<file path="config.mk">
export PLATFORM = sky130hd
export DESIGN_NAME = avalon_button_led_pio
export DESIGN_NICKNAME = d
export VERILOG_FILES = /design/src/rtl/avalon_button_led_pio.sv
export SDC_FILE = /design/constraint.sdc
export NUM_CORES = 1
export LEC_CHECK = 0
export ABC_CLOCK_PERIOD_IN_PS = 6200
export CAP_MARGIN = 20
export CORE_MARGIN = 5
export CORE_UTILIZATION = 45
export DETAILED_ROUTE_END_ITERATION = 6
export GPL_ROUTABILITY_DRIVEN = 0
export PLACE_DENSITY = 0.8
export SYNTH_ARGS = -nofsm -noshare
export SYNTH_HDL_FRONTEND = slang
export SYNTH_SLANG_ARGS = --single-unit
</file>
<file path="constraint.sdc">
create_clock -name clk -period 6.2 [get_ports clk]
set_input_delay 0.93 -clock clk [delete_from_list [all_inputs] [get_ports clk]]
set_output_delay 0.93 -clock clk [all_outputs]
set_load 0.02 [all_outputs]
</file>
<file path="src/rtl/avalon_button_led_pio.sv">
// avalon_button_led_pio: Avalon-MM pushbutton debounce/edge-capture/irq plus hex/LED output register.
// Ports: clk, reset (async, active-high); avs_* word-addressed slave with fixed read latency 1;
// pushbutton_in raw pins; to_hex_to_led output register; irq level interrupt.
module avalon_button_led_pio #(
  parameter int          N_BUTTONS         = 4,
  parameter int          OUT_WIDTH         = 32,
  parameter int          DEBOUNCE_CYCLES   = 50000,
  parameter int          BUTTON_ACTIVE_LOW = 1,
  parameter int          EDGE_MODE         = 0,
  parameter logic [31:0] OUT_RESET_VALUE   = 32'h0
) (
  input  logic                 clk,
  input  logic                 reset,
  input  logic [2:0]           avs_address,
  input  logic                 avs_read,
  input  logic                 avs_write,
  input  logic [31:0]          avs_writedata,
  input  logic [3:0]           avs_byteenable,
  output logic [31:0]          avs_readdata,
  input  logic [N_BUTTONS-1:0] pushbutton_in,
  output logic [OUT_WIDTH-1:0] to_hex_to_led,
  output logic                 irq
);
  localparam int CW = $clog2(DEBOUNCE_CYCLES + 1);
  localparam logic [CW-1:0] CNT_MAX = CW'(DEBOUNCE_CYCLES - 1);
  logic [N_BUTTONS-1:0] sync1_q, sync2_q, deb_q, deb_d, prev_q, mask_q, mask_d, cap_q, cap_d;
  logic [N_BUTTONS-1:0] pressed, edges, clr;
  logic [CW-1:0] cnt_q [N_BUTTONS];
  logic [CW-1:0] cnt_d [N_BUTTONS];
  logic [OUT_WIDTH-1:0] out_q, out_d;
  logic [31:0] rdata_q, rdata_d, be_mask, out_ext, out_nxt, rsel;
  logic irq_q, irq_d;
  logic wr_mask, wr_cap, wr_out, wr_set, wr_clr;
  assign be_mask = {{8{avs_byteenable[3]}}, {8{avs_byteenable[2]}}, {8{avs_byteenable[1]}}, {8{avs_byteenable[0]}}};
  assign wr_mask = avs_write && avs_address == 3'd1;
  assign wr_cap  = avs_write && avs_address == 3'd2;
  assign wr_out  = avs_write && avs_address == 3'd3;
  assign wr_set  = avs_write && avs_address == 3'd4;
  assign wr_clr  = avs_write && avs_address == 3'd5;
  assign pressed = BUTTON_ACTIVE_LOW != 0 ? ~sync2_q : sync2_q;
  // prev_q lags deb_q by one cycle, so captures land one cycle after the level change
  assign edges = EDGE_MODE == 0 ? deb_q & ~prev_q : EDGE_MODE == 1 ? ~deb_q & prev_q : deb_q ^ prev_q;
  assign clr = wr_cap ? N_BUTTONS'(avs_writedata & be_mask) : '0;
  assign out_ext = 32'(out_q);
  always_comb begin
    deb_d = deb_q;
    cnt_d = cnt_q;
    for (int i = 0; i < N_BUTTONS; i++) begin
      if (pressed[i] == deb_q[i]) cnt_d[i] = '0;
      else if (cnt_q[i] == CNT_MAX) begin
        deb_d[i] = pressed[i];
        cnt_d[i] = '0;
      end else cnt_d[i] = cnt_q[i] + 1'b1;
    end
  end
  always_comb begin
    mask_d  = wr_mask ? (mask_q & ~N_BUTTONS'(be_mask)) | N_BUTTONS'(avs_writedata & be_mask) : mask_q;
    cap_d   = (cap_q & ~clr) | edges;
    irq_d   = |(cap_q & mask_q);
    out_nxt = wr_out ? (out_ext & ~be_mask) | (avs_writedata & be_mask) :
              wr_set ? out_ext | avs_writedata :
              wr_clr ? out_ext & ~avs_writedata : out_ext;
    out_d   = OUT_WIDTH'(out_nxt);
    rsel    = avs_address == 3'd0 ? 32'(deb_q) :
              avs_address == 3'd1 ? 32'(mask_q) :
              avs_address == 3'd2 ? 32'(cap_q) :
              avs_address == 3'd3 ? out_ext : 32'h0;
    rdata_d = avs_read ? rsel : rdata_q;
  end
  always_ff @(posedge clk or posedge reset) begin
    if (reset) begin
      sync1_q <= '0;
      sync2_q <= '0;
      deb_q   <= '0;
      prev_q  <= '0;
      cnt_q   <= '{default: '0};
      mask_q  <= '0;
      cap_q   <= '0;
      irq_q   <= 1'b0;
      out_q   <= OUT_WIDTH'(OUT_RESET_VALUE);
      rdata_q <= '0;
    end else begin
      sync1_q <= pushbutton_in;
      sync2_q <= sync1_q;
      deb_q   <= deb_d;
      prev_q  <= deb_q;
      cnt_q   <= cnt_d;
      mask_q  <= mask_d;
      cap_q   <= cap_d;
      irq_q   <= irq_d;
      out_q   <= out_d;
      rdata_q <= rdata_d;
    end
  end
  assign avs_readdata  = rdata_q;
  assign to_hex_to_led = out_q;
  assign irq           = irq_q;
endmodule

</file>
---- Word level (Yosys, flattened, before mapping) ----
Cells that the tools add are included.
cells by class
  reduce and logical (&&, ||, !) cells .... 12
  multiplexer cells ....................... 16
  eq/ne operators ......................... 13
  add/sub/neg operators ................... 4
  bitwise operators ....................... 21
operator list
  kind                     count
  $mux W32                 7
  $mux W16                 8
  $and A32 B32 Y32         3
  $add A16 B1 Y16 const B  4
  $eq A16 B16 Y1 const B   4
  $not A32 Y32             2
  $or A32 B32 Y32          2
  $and A4 B4 Y4            4
  $not A4 Y4               4
  $or A4 B4 Y4             2
  $reduce_and A2 Y1        4
  $eq A3 B2 Y1 const B     2
  $eq A3 B3 Y1 const B     2
  $logic_and A1 B1 Y1      5
  $eq A1 B1 Y1             4
  $mux W4                  1
  $not A1 Y1               4
  $reduce_or A4 Y1         1
  $eq A3 B1 Y1 const B     1
  $logic_not A3 Y1         1
  $reduce_bool A3 Y1       1
word-level totals
  logic and storage cells ................. 82
  output and inout port bits .............. 65
  flip-flop bits (word level) ............. 153

---- Depth between registers and ports, before layout ----
Gate-level depths: netlist of run 1.
  word-level depth ........................ 6
  mapped depth ............................ 7

---- Least setup slack after synthesis of run 1 ----
OpenSTA, ideal clock, no wires.
  path kind ............................... in2reg
  start point ............................. input port avs_address[1]
  end point ............................... register with a tool-made name
  required time ........................... 6.063 ns
  arrival ................................. 2.048 ns
  stages .................................. 7
  buffers on the path ..................... 3
  slack ................................... 4.015 ns
  path through ............................ buf_2 -> and4b_1 -> clkbuf_1 -> nand2_1 -> clkbuf_1 -> a21oi_1 -> a21oi_1
RTL lines
  what                line  RTL
  start: declaration  14    input logic [2:0] avs_address,

==> results.ini, run 1 <==
[job]
cap_violations=0

[floorplanning]
dieArea_um2=17800
dieWidth_um=133
placementRows=45
die_h_um=133
start_util=0.455
io_pins=112
coreArea_um2=15000

[routing]
viasPerCell=5.40
dr.pass1.iters=5
detail-route-antenna-nets=0
drc=0
wire_per_inst_um=16.1
drt_iter0_markers=343
wl_um=15900
vias=5321

[power_and_ir_drop]
comb_power_share=0.130
power_density_nw_per_um2=287
pwr-share-seq=0.448
swShare=0.246
max-vdd-ir-drop_v=0.000185
p_sw_uw=618
p_int_mw=1.89
clkPwrFrac=0.422
p_leak_nw=3.54

[clock_tree]
cts_max_path_buffers=2
clk_latency_ns=0.42
cts_sinks=153
cts_root_buf=clkbuf_16
clkTransAtPathRegs_ns=0.06
cts_resized=0
h-tree-depth=4
cts_inserted_buffers=17
post-cts-setup-buffer-count=0
cts_tree=done
cts_hold_buf=0

[sta]
slew_violations=0
setup_viol_count_final=0
hold_violations=0
fmax_mhz=298
tightest_slew_ns=1.09
setup_tns_ns=0
slew_headroom=0.276
fin_skew_ns=0.00789
finalCritPeriodShare=0.541
rsz0062_at_grt=false
period_minus_slack_ns=3.35

[critical_path]
crit_required_ns=6.47
critPathMaxStageDelay_ns=0.86
critPathKind=in -> reg
worstSetupEndpointType=flip-flop
worstPathBufferInverterCount=2
rr_worst_depth=4
critical_path.top_delay_family=simple AND/OR/NAND/NOR gates
path_cells=clkdlybuf4s50_1 > and3b_1 > and2_1 > buf_8 > o2bb2ai_1 > a21oi_1
start_kind=primary input
crit_cells=6
cp.arrival_ns=3.63
critPathSlowestCell=and3b_1
worstPathMaxFanout=22

[logic_synthesis]
synth.avg_cell_area_um2=10.1
synthCells=676
ys_seq_area_frac=0.560
async_reset_ff_frac=1.00
syn_nets=727
synthDistinctLibCells=41
ys.flop_type=dfrtp_1
synth-edff-count=0
synth.ff_latch_count=153
netlist_area_um2=6840
ys_warn_count=0

[hold_path]
hold_class=reg -> reg
hold_depth=0

[placement]
portBuffers=111
post-place-cells=955
dpl.hpwl_um=10700

[cells_and_area]
nets=838
drive_above_1_share=0.0576
diodes=0
stdcell_count=986
area_growth_pct=27.9

[global_routing]
track_usage=0.186
grt_pass1_vias=5476
grt_max_degree=113
overflow=0
antenna_found_initial=0
grt_pass1_wl_um=26900

[run_status]
outcome=complete, no violations

[layout by cell type (no fill, tap or decap), types with 3 or more instances in the layout]
cell type / n
a211oi_1: 13
a21oi_1: 54
and3_1: 3
bufinv_16: 3
clkbuf_16: 17
clkbuf_8: 4
clkdlybuf4s50_1: 111
dfrtp_1: 153
ha_1: 4
inv_1: 58
mux2_2: 4
mux2i_1: 3
mux4_2: 4
nand2_1: 53
nand3_1: 20
nand4_1: 15
nor2_1: 86
nor3_1: 14
nor4_1: 20
o21ai_0: 38
o22ai_1: 4
o2bb2ai_1: 19
o41ai_4: 3
or3_1: 3
xnor2_1: 49
xor2_1: 8
[cell usage after synthesis, drive strengths merged, types with 13 or more instances]
cell type,instances,share of area
nor2,86,0.047
inv,59,0.032
dfrtp,153,0.56
nor4,20,0.018
a21oi,54,0.040
xnor2,49,0.063
nand2,53,0.029
nand3,21,0.016
o21ai,38,0.028
clkbuf,13,0.0071
nor3,14,0.010
o2bb2ai,19,0.024
a211oi,13,0.014
nand4,15,0.014
[per-layer routing]
layer	vias to the layer above	GRT usage	wire length, um
met4	0	0.0680	321
li1	2548	-	-
met5	-	0	0
met2	123	0.296	7670
met1	2629	0.235	6930
met3	21	0.0676	957
[cell type report]
| cell class | instances | area [um2] |
|---|---|---|
| sequential | 153 | 3830 |
| clock buffer | 23 | 488 |
| inverter | 59 | 226 |
| clock inverter | 7 | 116 |
| fill | 1237 | 6280 |
| tap | 188 | 235 |
| timing repair buffer | 115 | 1170 |
| multi-input combinational | 441 | 2690 |
[power by group through the flow]
stage / Combinational [mW] / Clock [mW] / Sequential, mW
2_1_floorplan: 0.114 / 0 / 1.18
3_3_place_gp: 0.317 / 0 / 1.14
3_5_place_dp: 0.326 / 0 / 1.14
4_1_cts: 0.328 / 1.08 / 1.12
5_1_grt: 0.356 / 1.13 / 1.13
6_report: 0.326 / 1.06 / 1.12
[logic make-up (layout without fill, tap and decap cells)]
kind of cell,after synthesis,in the layout,synth area share
fa+ha+maj,4,4,0.00732
simple gates,232,232,0.160
flops,153,153,0.560
compound gates,137,137,0.128
buf+inv,82,204,0.0475
xor+xnor,57,57,0.0730
mux,11,11,0.0241
[worst register-to-register path: cells and delay by family (launching register included)]
kind,cells,cell delay (ns)
DFF,1,0.42
AOI/OAI and AO/OA,1,0.83
and+or+nand+nor,3,0.65
[path summary, 6_finish.rpt]
check                          startpoint    endpoint  slack [ns]
max reg2reg                     cnt_q[12]    cnt_q[3]        4.13
max                        avs_address[1]   flip-flop        2.85
min reg2reg                    sync1_q[1]  sync2_q[1]        0.35
min in group asynchronous           reset   cnt_q[20]        0.79
max in group asynchronous           reset    cnt_q[1]        4.22
min                            sync1_q[1]  sync2_q[1]        0.35
[per-stage QoR]
step	hold WS [ns]	utilization	setup slack (ns)	power (mW)	cell area, um2
after floorplan	0.331	-	1.15	1.29	6840
after global placement	0.337	0.539	2.35	1.45	8100
after detailed placement	0.337	0.540	2.43	1.46	8120
after CTS	0.355	0.580	2.83	2.53	8720
after global routing	0.357	0.582	2.66	2.61	8750
final	0.353	0.582	2.85	2.51	8750
Power figures use the tool's default switching activity.
==> run 2: changes to the inputs <==
--- a/config.mk
+++ b/config.mk
@@ -5,13 +5,13 @@
 export SDC_FILE = /design/constraint.sdc
 export NUM_CORES = 1
 export LEC_CHECK = 0
-export ABC_CLOCK_PERIOD_IN_PS = 6200
+export ABC_CLOCK_PERIOD_IN_PS = 3000
 export CAP_MARGIN = 20
 export CORE_MARGIN = 5
 export CORE_UTILIZATION = 45
 export DETAILED_ROUTE_END_ITERATION = 6
 export GPL_ROUTABILITY_DRIVEN = 0
-export PLACE_DENSITY = 0.8
+export PLACE_DENSITY = 0.83
 export SYNTH_ARGS = -nofsm -noshare
 export SYNTH_HDL_FRONTEND = slang
 export SYNTH_SLANG_ARGS = --single-unit
==> constraint.sdc (replaced) <==
create_clock -name clk -period 3 [get_ports clk]
set_input_delay 0.45 -clock clk [delete_from_list [all_inputs] [get_ports clk]]
set_output_delay 0.45 -clock clk [all_outputs]
set_load 0.02 [all_outputs]
==> results.ini, run 2 (synthesis results as in run 1) <==
[sta]
fin_skew_ns=0.00629  ; -0.00160 ns
fmax_mhz=486
slew_violations=0  ; unchanged
period_minus_slack_ns=2.06
setup_viol_count_final=0  ; unchanged
finalCritPeriodShare=0.686
setup_tns_ns=0  ; unchanged
setup_ws_ns=0.942  ; -1.90 ns
rsz0062_at_grt=false
hold_violations=0  ; unchanged
slew_headroom=0.423  ; +0.147
tightest_slew_ns=0.862  ; -0.223 ns

[placement]
pre_cts_slack_ns=0.619  ; -1.81 ns
portBuffers=111  ; unchanged
post-place-cells=960  ; +0.52%
dpl.hpwl_um=11100  ; +3.2%

[routing]
detail-route-antenna-nets=0  ; unchanged
vias=5283  ; -0.71%
wl_um=15900  ; +0.37%
dr.pass1.iters=4  ; -1
drt_iter0_markers=311  ; -9.3%
drc=0  ; unchanged
viasPerCell=5.32  ; -1.4%
wire_per_inst_um=16.0  ; -0.34%

[cells_and_area]
seq_area_um2=3830  ; unchanged
final_common_cell=dfrtp_1
multiInputGateArea_um2=2690  ; unchanged
stdcell_count=993  ; +0.71%
nets=842  ; +0.48%
nFillCells=1146  ; -7.4%
final_util=0.588  ; +0.00549
drive_above_1_share=0.0672  ; +0.00952
area_growth_pct=29.1
final_cell_mix=dfrtp_1 (153), clkdlybuf4s50_1 (111), nor2_1 (86)

[floorplanning]
start_util=0.455  ; unchanged
dieArea_um2=17800  ; unchanged
io_pins=112  ; unchanged
die_h_um=133  ; unchanged
placementRows=45  ; unchanged
dieWidth_um=133  ; unchanged
coreArea_um2=15000  ; unchanged

[critical_path]
worstPathBufferInverterCount=0  ; -2
worstPathMaxFanout=16  ; -27%
start_kind=flip-flop
critPathMaxStageDelay_ns=0.81  ; -0.05 ns
startpoint=cnt_q[12]
critPathSlowestCell=o41ai_4
crit_required_ns=3.27  ; -3.20 ns
r2r_start=cnt_q[12]
cp.arrival_ns=2.32  ; -1.31 ns
worstSetupEndpointType=flip-flop
critical_path.top_delay_family=compound AO/OA/AOI/OAI gates
path_cells=nor4_1 > nand3b_1 > o41ai_4 > nor2_1
critPathKind=reg -> reg

[clock_tree]
cts_max_path_buffers=2  ; unchanged
clkTransAtPathRegs_ns=0.06  ; about the same
cts_sinks=153  ; unchanged
cts_inserted_buffers=17  ; unchanged
post-cts-setup-buffer-count=0  ; unchanged
h-tree-depth=4  ; unchanged
cts_hold_buf=0  ; unchanged
cts_root_buf=clkbuf_16
clk_latency_ns=0.42  ; about the same
cts_resized=0  ; unchanged
cts_tree=done

[global_routing]
track_usage=0.183  ; -0.00295
grt_max_degree=51  ; -55%
grt_pass1_wl_um=26500  ; -1.3%
overflow=0  ; unchanged
grt_pass1_vias=5342  ; -2.4%
antenna_found_initial=1  ; +1

[hold_path]
hp-start=sync1_q[0]
hold_class=reg -> reg

[power_and_ir_drop]
power_density_nw_per_um2=608  ; +110%
power_mw=5.37  ; +110%
max-vdd-ir-drop_v=0.000440  ; +140%
p_leak_nw=3.58  ; +1.0%

[job]
cap_violations=0  ; unchanged

[run_status]
outcome=complete, no violations

run 2: power by group:
part	internal (mW)	switching (mW)
combinational	0.325	0.353
clock	1.50	0.864
sequential	2.20	0.128
total	4.03	1.35
run 2: worst reg2reg max path, stage by stage, from the launching register on:
cell      delay, ns
dfrtp_1        0.42
nor4_1         0.35
nand3b_1       0.20
o41ai_4        0.81
nor2_1         0.13
run 2: cell type report:
cell class | count | share of cell area
Tap cell | 188 | 0.0266
Antenna cell | 1 | 0.000283
Sequential cell | 153 | 0.433
Clock inverter | 14 | 0.0248
Timing Repair Buffer | 119 | 0.135
Multi-Input combinational cell | 441 | 0.304
Inverter | 59 | 0.0255
Clock buffer | 18 | 0.0497
run 2: layer usage:
metal  share of wire  track usage  vias to the layer above
li1                -            -                     2558
met1            0.43        0.239                     2565
met2            0.47        0.286                      131
met3           0.065       0.0566                       29
met4           0.028       0.0749                        0
met5               0            0                        -
run 2: path summary, 6_finish.rpt:
check	to	cells past startpoint	slack, ns
min in group asynchronous	cnt_q[18]	2	0.44
max in group asynchronous	cnt_q[60]	3	1.91
setup / recovery	cnt_q[15]	4	0.94
hold / removal	sync2_q[0]	0	0.35
hold reg to reg	sync2_q[0]	0	0.35
setup reg to reg	cnt_q[15]	4	0.94
run 2: through the flow:
step | area, um2 | hold WS [ns]
6_report | 8830 | 0.348
5_1_grt | 8830 | 0.358
4_1_cts | 8830 | 0.349
3_5_place_dp | 8170 | 0.335
3_3_place_gp | 8170 | 0.334
2_1_floorplan | 6850 | 0.331
